===== src/rtl/usb_pkg.sv =====
// usb_pkg: PID codes, endpoint numbers, transaction states and the
// sender request bundle shared by the host read/write controller.
package usb_pkg;

    typedef enum logic [3:0] {
        OUT   = 4'b0001,
        IN    = 4'b1001,
        DATA0 = 4'b0011,
        ACK   = 4'b0010,
        NAK   = 4'b1010
    } pid_t;

    localparam logic [3:0] ENDP_ADDR = 4'd4;
    localparam logic [3:0] ENDP_DATA = 4'd8;

    typedef enum logic [3:0] {
        IDLE,
        ADDR_TOKEN,
        ADDR_DATA,
        ADDR_WAIT,
        RD_TOKEN,
        RD_WAIT,
        RD_HS,
        WR_TOKEN,
        WR_DATA,
        WR_WAIT,
        FINISH
    } txn_state_t;

    typedef struct packed {
        logic        req;
        logic [3:0]  pid;
        logic [3:0]  endp;
        logic [63:0] data;
    } tx_t;

    // Sender request presented while in state s. Tokens carry the
    // device address in data[6:0]; data-less packets use endpoint 0.
    function automatic tx_t tx_for(
        input txn_state_t  s,
        input logic [6:0]  addr,
        input logic [15:0] page,
        input logic [63:0] wdata,
        input logic        hs_ack
    );
        tx_t t;
        t = '0;
        unique case (s)
            ADDR_TOKEN: t = '{1'b1, OUT, ENDP_ADDR, {57'd0, addr}};
            ADDR_DATA:  t = '{1'b1, DATA0, 4'd0, {48'd0, page}};
            RD_TOKEN:   t = '{1'b1, IN, ENDP_DATA, {57'd0, addr}};
            RD_HS:      t = '{1'b1, hs_ack ? ACK : NAK, 4'd0, 64'd0};
            WR_TOKEN:   t = '{1'b1, OUT, ENDP_DATA, {57'd0, addr}};
            WR_DATA:    t = '{1'b1, DATA0, 4'd0, wdata};
            default:    t = '0;
        endcase
        return t;
    endfunction

endpackage


===== src/rtl/rw_timeout_timer.sv =====
// rw_timeout_timer: response timer for the WAIT states.
// i_clear zeroes, i_en counts; o_expired while enabled at TIMEOUT.
module rw_timeout_timer #(
    parameter int TIMEOUT = 255
) (
    input  logic clock,
    input  logic reset_n,
    input  logic i_clear,
    input  logic i_en,
    output logic o_expired
);

    localparam int W = $clog2(TIMEOUT + 1);

    logic [W-1:0] r_cnt;
    logic         w_at_max;

    assign w_at_max  = (r_cnt == W'(TIMEOUT));
    assign o_expired = i_en && w_at_max;

    always_ff @(posedge clock or negedge reset_n) begin
        if (!reset_n) begin
            r_cnt <= '0;
        end else if (i_clear) begin
            r_cnt <= '0;
        end else if (i_en && !w_at_max) begin
            r_cnt <= r_cnt + 1'b1;
        end
    end

endmodule


===== src/rtl/usb_rw_txn_fsm.sv =====
// usb_rw_txn_fsm: host read/write transaction controller. Turns a
// rd_start/wr_start request into token/data/handshake packets on the
// tx_req/tx_done sender port, consumes rec_* receiver pulses, retries
// NAK/corrupt/timeout failures per phase, reports done/success/rd_data.
// Macro RW_TXN_STATS_EN adds total_retries (saturating failure count).
module usb_rw_txn_fsm
    import usb_pkg::*;
#(
    parameter int         MAX_RETRY = 8,
    parameter int         TIMEOUT   = 255,
    parameter logic [6:0] DEV_ADDR  = 7'd5
) (
    input  logic        clock,
    input  logic        reset_n,
    input  logic        rd_start,
    input  logic        wr_start,
    input  logic [15:0] mempage,
    input  logic [63:0] wr_data,
    input  logic        rec_ACK,
    input  logic        rec_NAK,
    input  logic        rec_DATA0,
    input  logic [63:0] data_rec,
    input  logic        data_valid,
    input  logic        tx_done,
    output logic        tx_req,
    output logic [3:0]  tx_pid,
    output logic [3:0]  tx_endp,
    output logic [63:0] tx_data,
    output logic        busy,
    output logic        done,
    output logic        success,
`ifdef RW_TXN_STATS_EN
    output logic [15:0] total_retries,
`endif
    output logic [63:0] rd_data
);

    localparam int RW = $clog2(MAX_RETRY + 1);

    txn_state_t    r_state;
    txn_state_t    w_nxt;
    tx_t           r_tx;
    logic          r_busy;
    logic          r_done;
    logic          r_success;
    logic          r_is_rd;
    logic          r_hs_ack;
    logic [15:0]   r_page;
    logic [63:0]   r_wdata;
    logic [63:0]   r_rd_data;
    logic [RW-1:0] r_retry;

    logic w_fail;
    logic w_newph;
    logic w_ok;
    logic w_latch;
    logic w_hs_ack;
    logic w_in_wait;
    logic w_nxt_wait;
    logic w_expired;

    assign w_in_wait  = (r_state == ADDR_WAIT) || (r_state == RD_WAIT)
                     || (r_state == WR_WAIT);
    assign w_nxt_wait = (w_nxt == ADDR_WAIT) || (w_nxt == RD_WAIT)
                     || (w_nxt == WR_WAIT);
    // Handshake type is decided on the RD_WAIT exit and held in RD_HS.
    assign w_hs_ack   = (r_state == RD_WAIT) ? data_valid : r_hs_ack;

    rw_timeout_timer #(
        .TIMEOUT (TIMEOUT)
    ) u_timer (
        .clock     (clock),
        .reset_n   (reset_n),
        .i_clear   (w_nxt_wait && (w_nxt != r_state)),
        .i_en      (w_in_wait),
        .o_expired (w_expired)
    );

    // Responses are tested before w_expired so a packet landing on the
    // expiry cycle is taken and the timeout is not counted.
    always_comb begin
        w_nxt   = r_state;
        w_fail  = 1'b0;
        w_newph = 1'b0;
        w_ok    = 1'b0;
        w_latch = 1'b0;
        unique case (r_state)
            IDLE: begin
                if (rd_start || wr_start) begin
                    w_nxt   = ADDR_TOKEN;
                    w_newph = 1'b1;
                end
            end
            ADDR_TOKEN: if (tx_done) w_nxt = ADDR_DATA;
            ADDR_DATA:  if (tx_done) w_nxt = ADDR_WAIT;
            ADDR_WAIT: begin
                if (rec_ACK) begin
                    w_nxt   = r_is_rd ? RD_TOKEN : WR_TOKEN;
                    w_newph = 1'b1;
                end else if (rec_NAK || w_expired) begin
                    w_nxt  = ADDR_TOKEN;
                    w_fail = 1'b1;
                end
            end
            RD_TOKEN: if (tx_done) w_nxt = RD_WAIT;
            RD_WAIT: begin
                if (rec_DATA0) begin
                    w_nxt   = RD_HS;
                    w_latch = data_valid;
                end else if (rec_ACK || rec_NAK || w_expired) begin
                    w_nxt  = RD_TOKEN;
                    w_fail = 1'b1;
                end
            end
            RD_HS: begin
                if (tx_done) begin
                    if (r_hs_ack) begin
                        w_nxt = FINISH;
                        w_ok  = 1'b1;
                    end else begin
                        w_nxt  = RD_TOKEN;
                        w_fail = 1'b1;
                    end
                end
            end
            WR_TOKEN: if (tx_done) w_nxt = WR_DATA;
            WR_DATA:  if (tx_done) w_nxt = WR_WAIT;
            WR_WAIT: begin
                if (rec_ACK) begin
                    w_nxt = FINISH;
                    w_ok  = 1'b1;
                end else if (rec_NAK || w_expired) begin
                    w_nxt  = WR_TOKEN;
                    w_fail = 1'b1;
                end
            end
            FINISH:  w_nxt = IDLE;
            default: w_nxt = IDLE;
        endcase
        if (w_fail && (r_retry == RW'(MAX_RETRY - 1))) begin
            w_nxt = FINISH;
        end
    end

    // Outputs are registered from the next state so they line up with
    // the state they belong to.
    always_ff @(posedge clock or negedge reset_n) begin
        if (!reset_n) begin
            r_state   <= IDLE;
            r_tx      <= '0;
            r_busy    <= 1'b0;
            r_done    <= 1'b0;
            r_success <= 1'b0;
            r_is_rd   <= 1'b0;
            r_hs_ack  <= 1'b0;
            r_page    <= '0;
            r_wdata   <= '0;
            r_rd_data <= '0;
            r_retry   <= '0;
        end else begin
            r_state   <= w_nxt;
            r_tx      <= tx_for(w_nxt, DEV_ADDR, r_page, r_wdata, w_hs_ack);
            r_busy    <= (w_nxt != IDLE) && (w_nxt != FINISH);
            r_done    <= (w_nxt == FINISH);
            r_success <= w_ok;
            r_hs_ack  <= w_hs_ack;
            if (r_state == IDLE && (rd_start || wr_start)) begin
                r_is_rd <= rd_start;
                r_page  <= mempage;
                r_wdata <= wr_data;
            end
            if (w_newph) begin
                r_retry <= '0;
            end else if (w_fail) begin
                r_retry <= r_retry + 1'b1;
            end
            if (w_latch) begin
                r_rd_data <= data_rec;
            end
        end
    end

`ifdef RW_TXN_STATS_EN
    logic [15:0] r_total;

    always_ff @(posedge clock or negedge reset_n) begin
        if (!reset_n) begin
            r_total <= '0;
        end else if (w_fail && (r_total != 16'hFFFF)) begin
            r_total <= r_total + 16'd1;
        end
    end

    assign total_retries = r_total;
`endif

    assign tx_req  = r_tx.req;
    assign tx_pid  = r_tx.pid;
    assign tx_endp = r_tx.endp;
    assign tx_data = r_tx.data;
    assign busy    = r_busy;
    assign done    = r_done;
    assign success = r_success;
    assign rd_data = r_rd_data;

endmodule


===== config.mk =====
export PLATFORM = sky130hd
export DESIGN_NAME = usb_rw_txn_fsm
export DESIGN_NICKNAME = d
export VERILOG_FILES = /design/src/rtl/usb_pkg.sv /design/src/rtl/rw_timeout_timer.sv /design/src/rtl/usb_rw_txn_fsm.sv
export SDC_FILE = /design/constraint.sdc
export NUM_CORES = 1
export LEC_CHECK = 0
export ABC_AREA = 1
export ABC_CLOCK_PERIOD_IN_PS = 1930
export BUFFER_PORTS_ARGS = -buffer_cell sky130_fd_sc_hd__buf_2
export CORE_AREA = 2 2 164 166
export CTS_CLUSTER_DIAMETER = 80
export DETAILED_ROUTE_END_ITERATION = 8
export DIE_AREA = 0 0 166 168
export GPL_TIMING_DRIVEN = 0
export SLEW_MARGIN = 25
export SYNTH_ARGS = -nofsm -noshare
export SYNTH_HDL_FRONTEND = slang
export SYNTH_SLANG_ARGS = --single-unit

===== constraint.sdc =====
create_clock -name clock -period 1.93 [get_ports clock]
set_clock_uncertainty 0.05 [all_clocks]
set_input_delay 0.0965 -clock clock [delete_from_list [all_inputs] [get_ports clock]]
set_output_delay 0.0965 -clock clock [all_outputs]
set_load 0.02 [all_outputs]

# Word level (Yosys, flattened, before mapping)
# Index checks and enable logic that the tools add are counted.
# classes
n_addsub	2
n_eq_ne	23
mux	39
n_reduce_logical	20
# op_table
op	n
case mux 73 bit (6 select lines)	1
2-to-1 mux 4 bit	18
case mux 4 bit (10 select lines)	1
equality test 4 x 3 -> 1 bit (second input constant)	9
equality test 4 bit (second input constant)	5
equality test 4 x 2 -> 1 bit (second input constant)	4
2-to-1 mux 8 bit	2
2-to-1 mux 1 bit	13
adder 8 x 1 -> 8 bit (second input constant)	1
equality test 4 x 1 -> 1 bit (second input constant)	2
equality test 8 bit (second input constant)	1
logical OR 1 bit	8
logical AND 1 bit	6
adder 4 x 1 -> 4 bit (second input constant)	1
zero test 4 bit	1
inequality test 4 bit	1
inequality test 4 bit (second input constant)	1
case mux 1 bit (2 select lines)	2
nonzero test 2 bit	2
nonzero test 4 bit	1
case mux 1 bit (3 select lines)	1
2-to-1 mux 2 bit	1
OR reduction 2 bit	1
zero test 1 bit	1
# word_totals
register_bits	238
inputBits	153
out_inout_bits	140
elab_cells	99

# Logic depth before layout (Yosys ltp)
# Gate-level depths: netlist of the first run.
# depth
word_depth	15
ltp_mapped	17
mapped_depth_nobuf	16

# Cells and area by module
# From an unflattened synthesis of the first run, not the netlist that was laid out.
# unflattened
cells_unflattened	828
area_unflattened_um2	9216.3
# modules_own_cells
mod	instances	cells_per_inst	area_each_um2	seq_area_each_um2
usb_rw_txn_fsm	1	758	8700.8	5680.4
rw_timeout_timer	1	70	515.5	200.2

# Worst setup path after synthesis of the first run
# No wires, ideal clock.
# synth_timing
path_type	reg-to-reg
from	register u_timer.r_cnt[0]
to	register r_tx (netlist bit tx_req)
setup_time_ps	122
t_arrival_ps	1865
required_time_ps	1758
setup_slack_ps	-107
path_stages_with_launch	18
path_buffers	2
period_less_slack_ps	2037
cell_sequence	dfrtp_1 > ha_1 > nand2_1 > nor2_1 > nand2_1 > inv_1 > nand2_2 > nand2_1 > nand2_2 > nand3_4 > nand2_4 > nand2_2 > buf_6 > nand2_4 > buf_6 > nand2_1 > nor2_1 > nand2_1
# synth_via
elab_chain_len	10
elab_cells_between_ends	25
classes_between	7 x eq/ne; 14 x mux; 4 x reduce/logical
# synth_lines
item	line_no	rtl
start, declared	rw_timeout_timer.sv:15	logic [W-1:0] r_cnt;
start signal, assigned	rw_timeout_timer.sv:27	r_cnt <= r_cnt + 1'b1;
equality test 8 bit *	rw_timeout_timer.sv:18	assign w_at_max = (r_cnt == W'(TIMEOUT));
logical AND 1 bit *	rw_timeout_timer.sv:19	assign o_expired = i_en && w_at_max;
logical OR 1 bit (on tied branches)	usb_rw_txn_fsm.sv:100, usb_rw_txn_fsm.sv:132, usb_rw_txn_fsm.sv:110	
2-to-1 mux 1 bit (on tied branches)	usb_rw_txn_fsm.sv:100, usb_rw_txn_fsm.sv:132, usb_rw_txn_fsm.sv:110	
2-to-1 mux 1 bit (on tied branches)	usb_rw_txn_fsm.sv:129, usb_rw_txn_fsm.sv:107	
case mux 1 bit (3 select lines)	usb_rw_txn_fsm.sv:87	unique case (r_state)
logical AND 1 bit	usb_rw_txn_fsm.sv:140	if (w_fail && (r_retry == RW'(MAX_RETRY - 1))) begin
2-to-1 mux 4 bit *	usb_rw_txn_fsm.sv:140	
equality test 4 bit, or another cell as far along	usb_pkg.sv:48	unique case (s)
case mux 73 bit (6 select lines) *	usb_pkg.sv:48	
end signal, assigned	usb_rw_txn_fsm.sv:162	r_tx <= tx_for(w_nxt, DEV_ADDR, r_page, r_wdata, w_hs_ack);
end, declared	usb_rw_txn_fsm.sv:42	tx_t r_tx;
# Every way passes the cells marked *; elsewhere a longest branch is shown, timed or not.
# A chain may end at the register's enable or synchronous reset.

# Worst setup path in the final report of the first run
# layout_timing
from	register r_state[1]
to	register r_tx (netlist bit tx_data[28])
# layout_via
elab_chain_len	12
elab_cells_between_ends	44
classes_between	15 x eq/ne; 21 x mux; 8 x reduce/logical
# layout_lines
item	line_no	rtl
start, declared	usb_rw_txn_fsm.sv:40	txn_state_t r_state;
start signal, assigned	usb_rw_txn_fsm.sv:161	r_state <= w_nxt;
equality test 4 x 2 -> 1 bit or equality test 4 x 3 -> 1 bit (tied branches)	usb_rw_txn_fsm.sv:62, usb_rw_txn_fsm.sv:87	
logical OR 1 bit	usb_rw_txn_fsm.sv:62	assign w_in_wait = (r_state == ADDR_WAIT) || (r_state == RD_WAIT)
logical OR 1 bit	usb_rw_txn_fsm.sv:63	|| (r_state == WR_WAIT);
logical AND 1 bit	rw_timeout_timer.sv:19	
logical OR 1 bit (on tied branches)	usb_rw_txn_fsm.sv:100, usb_rw_txn_fsm.sv:132, usb_rw_txn_fsm.sv:110	
2-to-1 mux 1 bit (on tied branches)	usb_rw_txn_fsm.sv:100, usb_rw_txn_fsm.sv:132, usb_rw_txn_fsm.sv:110	
2-to-1 mux 1 bit (on tied branches)	usb_rw_txn_fsm.sv:129, usb_rw_txn_fsm.sv:107	
case mux 1 bit (3 select lines)	usb_rw_txn_fsm.sv:87	
logical AND 1 bit	usb_rw_txn_fsm.sv:140	
2-to-1 mux 4 bit *	usb_rw_txn_fsm.sv:140	
named net w_nxt[1]	usb_rw_txn_fsm.sv:41	txn_state_t w_nxt;
equality test 4 bit, or another cell as far along	usb_pkg.sv:48	
case mux 73 bit (6 select lines) *	usb_pkg.sv:48	
# The timed path passes the listed nets; every way through them passes the cells marked *.

==> results of run 1 <==
-- final cells by class --
cell class                      count  area share (%)
Clock buffer                       37            5.36
Timing Repair Buffer              477            23.5
Buffer                             32            1.91
Tap cell                          341            2.99
Sequential cell                   235            41.3
Multi-Input combinational cell    448            22.1
Clock inverter                     11           0.702
Inverter                           79            2.13
-- path summary, 6_finish.rpt --
path / slack (ns) / to / from / cells after the start
setup reg to reg: -0.27 / tx_data[28] / r_state[1] / 13
max in group asynchronous: 0.87 / rd_data[14] / reset_n / 3
min in group asynchronous: 0.08 / tx_data[9] / reset_n / 2
hold / removal: 0.05 / success / tx_done / 5
hold reg to reg: 0.42 / tx_data[4] / r_page[4] / 2
setup / recovery: -0.27 / tx_data[28] / r_state[1] / 13
-- sequential cells by signal, indices dropped and copies added, names as in the netlist --
register,flops
r_wdata,64
rd_data,64
tx_data,64
r_page,16
u_timer.r_cnt,8
r_retry,4
r_state,4
tx_pid,3
tx_endp,2
busy,1
done,1
r_hs_ack,1
r_is_rd,1
success,1
tx_req,1
-- through the flow --
step                setup slack [ns]  power [mW]  util [%]  cell area, um2
detailed placement            -0.694        14.4      41.8           11000
global route                  -0.356        22.7      54.1           14200
global placement               -3.56        14.2      41.5           10900
finish                        -0.272        21.3      54.1           14200
CTS                           -0.207        20.9      52.9           13900
floorplan                    -0.0704        12.0         -            9070
-- placed cells by master (no fill, tap or decap), types with 7 or more instances in the layout --
cell type and instances:
a21oi_1 53, buf_2 290, buf_4 35, clkbuf_16 28
clkbuf_4 8, dfrtp_1 232, dlygate4sd3_1 148, inv_1 70
mux2_2 97, nand2_1 60, nand2_2 15, nand2_4 14
nand3_1 16, nand3_2 12, nand4_1 7, nor2_1 99
nor2_2 20, nor2_4 15
-- per-layer routing --
metal	global-route usage [%]	part of all wire [%]	vias up	wire, um
li1	-	-	3548	-
met1	21.5	41	3581	10500
met2	30.8	48	306	12300
met3	4.33	7.2	65	1830
met4	6.73	3.5	0	892
met5	0	0	-	0
-- worst register-to-register path: stages, from the launching register on --
cell	delay, ns
dfrtp_2	0.47
buf_6	0.15
nand2_4	0.09
nor2_4	0.05
nand3b_1	0.16
nor2_2	0.17
nand3_2	0.11
nor2_4	0.13
nand2_4	0.09
nor2_8	0.19
nand2_8	0.10
buf_8	0.14
buf_12	0.14
nor2_4	0.08
-- where the power goes --
part,leakage [nW],internal [mW],switching [mW]
logic,4.17,3.84,5.11
clock network,0.409,2.90,2.00
registers,2.97,6.72,0.747
total,7.55,13.5,7.85
-- cells by family (layout without fill, tap and decap cells) --
logic type,count (synthesis),in the layout,synth area share (%)
xor gates and xnor gates,6,6,0.581
muxes,98,98,12.2
DFF,235,235,65.0
and+or+nand+nor,270,270,12.9
adders and majority gates,2,2,0.276
other,1,3,0.0414
AOI/OAI and AO/OA,69,69,4.00
buffers and inverters,111,636,5.02
-- what timing repair did --
action	in CTS	in global routing
pin swaps	27	37
gates cloned	1	1
setup endpoints to repair	219	205
setup buffers	28	8
hold buffers	148	0
gates resized for setup	102	79
hold endpoints to repair	243	0
==> results.json, run 1 <==
{
  "path_common_cell": "nor2_4",
  "synth-main-ff-cell": "dfrtp_1",
  "ys_types": 33,
  "io_buffers": 289,
  "insertedDiodeCount": 0,
  "synth_top_area_cell": "dfrtp_1",
  "startpoint_type": "flip-flop",
  "clockBufferDepth": 3,
  "cpPeakStageDelay_ns": 0.47,
  "syn_area_per_cell_um2": 11.4,
  "antenna_found_initial": 1,
  "synthesis.instances": 792,
  "crit_arrival_ns": 2.60,
  "crit_path_max_fanout": 6,
  "place_congestion": 0.890,
  "wl_um": 25600,
  "ys_ff_latch": 235,
  "vias_per_cell": 4.52,
  "fin_nets": 1455,
  "setup-violations-final": 82,
  "timing.slew.headroom_pct": 60.3,
  "drt.antenna.violating_nets": 0,
  "dpl.cell_count": 1426,
  "area_growth_pct": 57.4,
  "required_ns": 2.33,
  "cap_violations": 0,
  "start_util_pct": 34.3,
  "die_w_um": 166,
  "fill_cells": 2242,
  "crit_buf_inv": 3,
  "violations": "setup timing",
  "multi_input_area_um2": 3150,
  "root_buffer": "clkbuf_16",
  "grt_pass1_wl_um": 40500,
  "async_flop_share_pct": 100,
  "grt_max_degree": 89,
  "peakVddDrop_mv": 0.806,
  "synthTopCellsByArea": "dfrtp_1, mux2_2, nor2_1",
  "rsz0062_at_grt": "true",
  "synth_seq_area_share_pct": 65.0,
  "ys.warnings.count": 0,
  "min_path_type": "in -> reg",
  "grt_pass1_vias": 7857,
  "dieArea_um2": 27900,
  "slew_viol_final": 0,
  "core-area_um2": 26400,
  "firstDrtPassIters": 4,
  "ys_top_cells_by_count": "dfrtp_1, nor2_1, mux2_2",
  "drtIter0Drc": 402,
  "clkSinkCount": 235,
  "numCtsBuffers": 27,
  "fin_cells": 1660,
  "drive_gt1_share_pct": 45.6,
  "powerDensity_nw_per_um2": 1500,
  "p_leak_nw": 7.55,
  "hpwlAfterDp_um": 16300,
  "hold_viol_final": 0,
  "worst_pin_slew_ns": 0.589,
  "via_count": 7500,
  "worstPathCellList": "buf_6 -> nand2_4 -> nor2_4 -> nand3b_1 -> nor2_2 -> nand3_2 -> nor2_4 -> nand2_4 -> nor2_8 -> nand2_8 -> buf_8 -> buf_12 -> nor2_4",
  "drc": 0,
  "finalCriticalPeriod_ns": 2.20,
  "critPathCaptureType": "flip-flop",
  "synth_edf_count": 0,
  "syn-cell-area_um2": 9050,
  "period_share_pct": 114,
  "cp_top_family": "simple AND/OR/NAND/NOR gates",
  "synth_top_area_share_pct": 65.0,
  "grt-ovfl-total": 0,
  "io_pins": 293,
  "cts_tree": "built",
  "grt_usage_pct": 17.8,
  "synth.most_common_cell": "dfrtp_1",
  "fin_ws_ns": -0.272,
  "htreeDepth": 1,
  "clock_latency_ns": 0.52,
  "finalSetupTns_ns": -14.65,
  "register_area_um2": 5880,
  "die_h_um": 168,
  "cp_slowest_cell": "dfrtp_2",
  "holdWs_ns": 0.0478,
  "wl_per_cell_um": 15.4,
  "fmax_mhz": 454,
  "clk_pin_slew_ns": 0.06,
  "row_count": 60,
  "status": "finished with violations",
  "crit_type": "reg -> reg"
}
No activity file was read; power rests on OpenSTA's default activity.
==> run 2, diff against run 1 <==
--- a/config.mk
+++ b/config.mk
@@ -8,11 +8,14 @@
 export ABC_AREA = 1
 export ABC_CLOCK_PERIOD_IN_PS = 1930
 export BUFFER_PORTS_ARGS = -buffer_cell sky130_fd_sc_hd__buf_2
-export CORE_AREA = 2 2 164 166
+export CELL_PAD_IN_SITES_DETAIL_PLACEMENT = 0
+export CELL_PAD_IN_SITES_GLOBAL_PLACEMENT = 2
+export CORE_AREA = 5 5 186 188
 export CTS_CLUSTER_DIAMETER = 80
 export DETAILED_ROUTE_END_ITERATION = 8
-export DIE_AREA = 0 0 166 168
+export DIE_AREA = 0 0 191 193
 export GPL_TIMING_DRIVEN = 0
+export PLACE_DENSITY_LB_ADDON = 0.1
 export SLEW_MARGIN = 25
 export SYNTH_ARGS = -nofsm -noshare
 export SYNTH_HDL_FRONTEND = slang
==> run 2 against run 1 <==
Clock power rose by 10%. Sequential cell count did not move. The flow still finishes with violations (setup timing). Die area rose by 32%. Global-route usage fell by 3.3 points.
==> results.json, run 2 (synthesis results as in run 1) <==
{
  "min_path_type": "in -> reg",
  "clkSinkCount": 235,
  "area_growth_pct": 61.2,
  "cts_tree": "built",
  "worst_pin_slew_ns": 0.620,
  "die_w_um": 191,
  "reg2reg_slack_ns": -0.24,
  "timing.slew.headroom_pct": 58.7,
  "cap_violations": 0,
  "fin_ws_ns": -0.241,
  "place_ws_ns": -0.975,
  "slew_viol_final": 0,
  "wl_per_cell_um": 15.6,
  "violations": "setup timing",
  "holdWs_ns": 0.0474,
  "wl_um": 27800,
  "crit_path_max_fanout": 8,
  "io_pins": 293,
  "worstRegToRegCells": 14,
  "final_core_util_pct": 44.3,
  "dpl.cell_count": 1533,
  "startpoint_type": "flip-flop",
  "hold_depth": 3,
  "root_buffer": "clkbuf_16",
  "mostFrequentLayoutCells": "buf_2, dfrtp_1, dlygate4sd3_1",
  "fin_nets": 1465,
  "p_seq_share_pct": 34.0,
  "clk_pin_slew_ns": 0.06,
  "start_util_pct": 27.5,
  "grt_max_degree": 86,
  "switching_share_pct": 36.3,
  "internal-power_mw": 14.0,
  "hpwlAfterDp_um": 19300,
  "required_ns": 2.35,
  "die_h_um": 193,
  "rsz0062_at_grt": "true",
  "io_buffers": 289,
  "antenna_found_initial": 0,
  "place_congestion": 0.797,
  "via_count": 7368,
  "period_share_pct": 112,
  "r2r-end": "tx_data[32]",
  "status": "finished with violations",
  "clockBufferDepth": 3,
  "htreeDepth": 1,
  "hold_viol_final": 0,
  "firstDrtPassIters": 4,
  "critPathCaptureType": "flip-flop",
  "p_comb_share_pct": 41.5,
  "core-area_um2": 32900,
  "fmax_mhz": 461,
  "drtIter0Drc": 218,
  "crit_arrival_ns": 2.59,
  "numCtsBuffers": 29,
  "holdCritStartpoint": "rec_DATA0",
  "drc": 0,
  "clkPwrFrac_pct": 24.6,
  "grt_pass1_vias": 7761,
  "switchingPower_mw": 7.97,
  "crit_type": "reg -> reg",
  "drive_gt1_share_pct": 46.8,
  "peakVddDrop_mv": 0.614,
  "vias_per_cell": 4.14,
  "finalCriticalPeriod_ns": 2.17,
  "clock_latency_ns": 0.53,
  "setup-violations-final": 79,
  "mostFrequentLayoutCell": "buf_2",
  "grt-ovfl-total": 0,
  "row_count": 67,
  "powerDensity_nw_per_um2": 1500,
  "holdPathEnd": "rd_data[63]",
  "grt_pass1_wl_um": 42800,
  "reg2reg_from": "r_state[3]",
  "grt_usage_pct": 14.5,
  "fin_cells": 1779,
  "dieArea_um2": 36900,
  "p_leak_nw": 7.66,
  "drt.antenna.violating_nets": 0
}
run 2: cell types whose count changed in the layout (fill, tap and decap cells not counted), moves of 5 or more:
cell | before | now
buf_4 | 35 | 48
nand3_1 | 16 | 24
nand3_2 | 12 | 4
nand2_1 | 60 | 50
nand2_2 | 15 | 25
a21oi_2 | 3 | 13
nor2_1 | 99 | 107
nor2_2 | 20 | 11
clkbuf_4 | 8 | 0
a21oi_1 | 53 | 42
clkinvlp_4 | 5 | 0
run 2: metal layers:
| layer | routed length [um] | GRT usage, % | vias up | part of all wire, % |
|---|---|---|---|---|
| met2 | 12800 | 23.5 | 250 | 46 |
| li1 | - | - | 3575 | - |
| met1 | 12200 | 19.4 | 3505 | 44 |
| met3 | 2270 | 3.94 | 38 | 8.2 |
| met5 | 0 | 0 | - | 0 |
| met4 | 551 | 3.70 | 0 | 2.0 |
run 2: cell type report:
type | count | area, um2
multi-input cells | 448 | 3180
well taps | 448 | 561
clock buffers | 41 | 841
clock inverters | 10 | 111
flip-flops and latches | 235 | 5890
plain buffers | 32 | 284
inverters | 79 | 302
diodes | 1 | 2.50
repair buffers | 485 | 3420
fillers | 3283 | 18400
run 2: metrics by stage:
stage	TNS (ns)	instance area (um2)	power (mW)
after CTS	-15.86	14200	21.7
after floorplan	-0.498	9070	12.0
after global placement	-1026.03	11100	14.4
after global routing	-26.28	14600	23.4
final	-15.11	14600	21.9
after detailed placement	-114.59	11100	14.5
run 2: how the worst max path moves through the flow:
stage / from / to / slack [ns] / cells past startpoint
after detailed placement: r_state[0] / r_wdata[29] / -0.97 / 6
after global placement: reset_n / tx_data[19] / -3.89 / 1
after global routing: u_timer.r_cnt[1] / tx_req / -0.39 / 17
final: r_state[3] / tx_data[32] / -0.24 / 14
after CTS: u_timer.r_cnt[0] / tx_req / -0.25 / 17
after floorplan: u_timer.r_cnt[0] / tx_req / -0.07 / 17
run 2: worst max-delay path, stage by stage (launching register included):
cell,delay [ns]
dfrtp_2,0.47
inv_2,0.08
nand2_2,0.10
nor2_2,0.07
nand2_1,0.08
nand3b_1,0.12
nor2_4,0.14
nand3_4,0.09
nor2_4,0.20
nand2_8,0.09
nor2_8,0.17
nand2_8,0.08
buf_8,0.14
buf_12,0.15
nor2_4,0.07
run 2: repair_timing:
| action | CTS | global route |
|---|---|---|
| hold endpoints to repair | 225 | 0 |
| pin swaps | 24 | 12 |
| buffers inserted | 28 | 16 |
| gates cloned | 1 | 0 |
| hold buffers | 149 | 0 |
| setup endpoints to repair | 230 | 190 |
| resized for setup | 114 | 84 |
run 2: power by group through the flow:
stage | Combinational, mW | Sequential (mW) | Clock (mW)
6_report | 9.10 | 7.45 | 5.39
3_5_place_dp | 7.01 | 7.52 | 0
3_3_place_gp | 6.95 | 7.49 | 0
4_1_cts | 8.64 | 7.44 | 5.61
5_1_grt | 9.91 | 7.66 | 5.79
2_1_floorplan | 3.56 | 8.45 | 0
==> run 3, diff against run 2 <==
--- a/config.mk
+++ b/config.mk
@@ -10,10 +10,10 @@
 export BUFFER_PORTS_ARGS = -buffer_cell sky130_fd_sc_hd__buf_2
 export CELL_PAD_IN_SITES_DETAIL_PLACEMENT = 0
 export CELL_PAD_IN_SITES_GLOBAL_PLACEMENT = 2
-export CORE_AREA = 5 5 186 188
+export CORE_AREA = 5 5 171 205
 export CTS_CLUSTER_DIAMETER = 80
 export DETAILED_ROUTE_END_ITERATION = 8
-export DIE_AREA = 0 0 191 193
+export DIE_AREA = 0 0 176 210
 export GPL_TIMING_DRIVEN = 0
 export PLACE_DENSITY_LB_ADDON = 0.1
 export SLEW_MARGIN = 25
==> run 3 against run 2 <==
Cell count decreased by 3.0%. Sequential cell count unchanged. Highest routed layer unchanged. Global-route usage increased by 0.27 points. Combinational power decreased by 7.9%. Largest power group unchanged. Core utilization decreased by 1.1 points. Via count decreased by 0.50%. The run still ends with setup timing left.
==> results.json, run 3 (synthesis results as in run 1) <==
{
  "status": "finished with violations",
  "violations": "setup timing",
  "peakVddDrop_mv": 0.703,
  "crit_path_max_fanout": 7,
  "firstDrtPassIters": 4,
  "grt_pass1_vias": 7942,
  "clkPwrFrac_pct": 24.2,
  "grt_pass1_wl_um": 43700,
  "grt-ovfl-total": 0,
  "clockBufferDepth": 3,
  "crit_type": "reg -> reg",
  "fmax_mhz": 469,
  "finalCriticalPeriod_ns": 2.13,
  "vias_per_cell": 4.25,
  "clk_pin_slew_ns": 0.06,
  "root_buffer": "clkbuf_16",
  "switching_share_pct": 36.4,
  "p_leak_nw": 7.50,
  "via_count": 7331,
  "die_h_um": 210,
  "fin_ws_ns": -0.203,
  "dieArea_um2": 37000,
  "cap_violations": 0,
  "powerDensity_nw_per_um2": 1470,
  "drt.antenna.violating_nets": 0,
  "cp_slowest_cell": "dfrtp_2",
  "worstPathCellList": "buf_4 -> nand2_4 -> nor2_4 -> nand2_1 -> o21ai_1 -> nor2_2 -> nand3_2 -> nor2_4 -> nand2_4 -> nor2_8 -> nand2_8 -> buf_12 -> buf_12 -> nor2_1",
  "core-area_um2": 32900,
  "hold_viol_final": 0,
  "clock_latency_ns": 0.55,
  "switchingPower_mw": 7.59,
  "worst_pin_slew_ns": 0.525,
  "timing.slew.headroom_pct": 65.0,
  "place_congestion": 0.747,
  "slew_viol_final": 0,
  "fin_cells": 1725,
  "finalPower_mw": 20.9,
  "crit_arrival_ns": 2.55,
  "htreeDepth": 1,
  "fin_nets": 1450,
  "area_growth_pct": 57.0,
  "grt_usage_pct": 14.8,
  "hpwlAfterDp_um": 19200,
  "mostFrequentLayoutCell": "buf_2",
  "min_path_type": "in -> async",
  "dpl.cell_count": 1498,
  "startpoint_type": "flip-flop",
  "die_w_um": 176,
  "numCtsBuffers": 28,
  "final_area_um2": 14200,
  "placed_area_um2": 11100,
  "p_comb_share_pct": 40.1,
  "io_pins": 293,
  "p_seq_share_pct": 35.7,
  "insertedDiodeCount": 0,
  "period_share_pct": 111,
  "start_util_pct": 27.5,
  "place_ws_ns": -0.897,
  "crit_buf_inv": 3,
  "mostFrequentLayoutCells": "buf_2, dfrtp_1, dlygate4sd3_1",
  "drc": 0,
  "internal-power_mw": 13.3,
  "row_count": 73,
  "drive_gt1_share_pct": 44.4,
  "final_core_util_pct": 43.2,
  "cpPeakStageDelay_ns": 0.44,
  "antenna_found_initial": 0,
  "wl_um": 27400,
  "critPathCaptureType": "flip-flop",
  "rsz0062_at_grt": "true",
  "required_ns": 2.35,
  "setup-violations-final": 78,
  "clkSinkCount": 235,
  "drtIter0Drc": 236,
  "grt_max_degree": 65,
  "wl_per_cell_um": 15.9,
  "cts_tree": "built",
  "io_buffers": 289,
  "cp_top_family": "simple AND/OR/NAND/NOR gates"
}
[run 3: cell count changes in the layout (fill, tap and decap cells not counted), sizes merged]
cell      before  now
buf          361  338
clkbuf        48   58
inv           81   78
clkinv         6    4
clkinvlp       0    2
bufinv         2    1
diode          1    0
[run 3: final timing paths]
path | startpoint | end | slack (ns) | cells past startpoint
min in group clock | rec_DATA0 | rd_data[2] | 0.06 | 3
hold / removal | reset_n | rd_data[53] | 0.05 | 2
setup reg to reg | r_state[2] | tx_data[32] | -0.20 | 14
setup / recovery | r_state[2] | tx_data[32] | -0.20 | 14
max in group asynchronous | reset_n | r_wdata[51] | 0.73 | 4
hold reg to reg | r_page[1] | tx_data[1] | 0.42 | 2
[run 3: timing repair]
action	4_1_cts	5_1_grt
hold buffers	149	0
setup buffers	29	6
setup endpoints to repair	230	212
endpoints found under the hold margin	320	0
gates resized for setup	117	43
pin swaps	27	14
cloned	1	0
[run 3: final cells by class]
| class | instances | area [um2] |
|---|---|---|
| Fill cell | 3232 | 18700 |
| Sequential cell | 235 | 5890 |
| Timing Repair Buffer | 471 | 3310 |
| Multi-Input combinational cell | 448 | 3040 |
| Clock buffer | 42 | 815 |
| Tap cell | 412 | 515 |
| Inverter | 79 | 309 |
| Buffer | 32 | 265 |
| Clock inverter | 6 | 60.1 |
[run 3: metal layers]
metal  wire length [um]  GRT usage [%]  share of wire, %
met1              11200           18.0                41
met2              13300           25.6                49
met4                799           4.76               2.9
met3               2090           3.77               7.6
met5                  0              0                 0
[run 3: power by group through the flow]
stage               logic [mW]  registers (mW)  clock network [mW]
floorplan                 3.56            8.45                   0
global placement          6.95            7.48                   0
detailed placement        7.01            7.50                   0
CTS                       8.42            7.44                5.28
global route              9.26            7.67                5.44
finish                    8.38            7.45                5.05
[run 3: through the flow]
stage / hold WS (ns) / setup TNS (ns)
after floorplan: -0.249 / -0.498
after CTS: 0.0212 / -13.27
after global routing: 0.0656 / -24.47
after global placement: 0.278 / -1021.93
after detailed placement: 0.0223 / -102.37
final: 0.0480 / -11.35
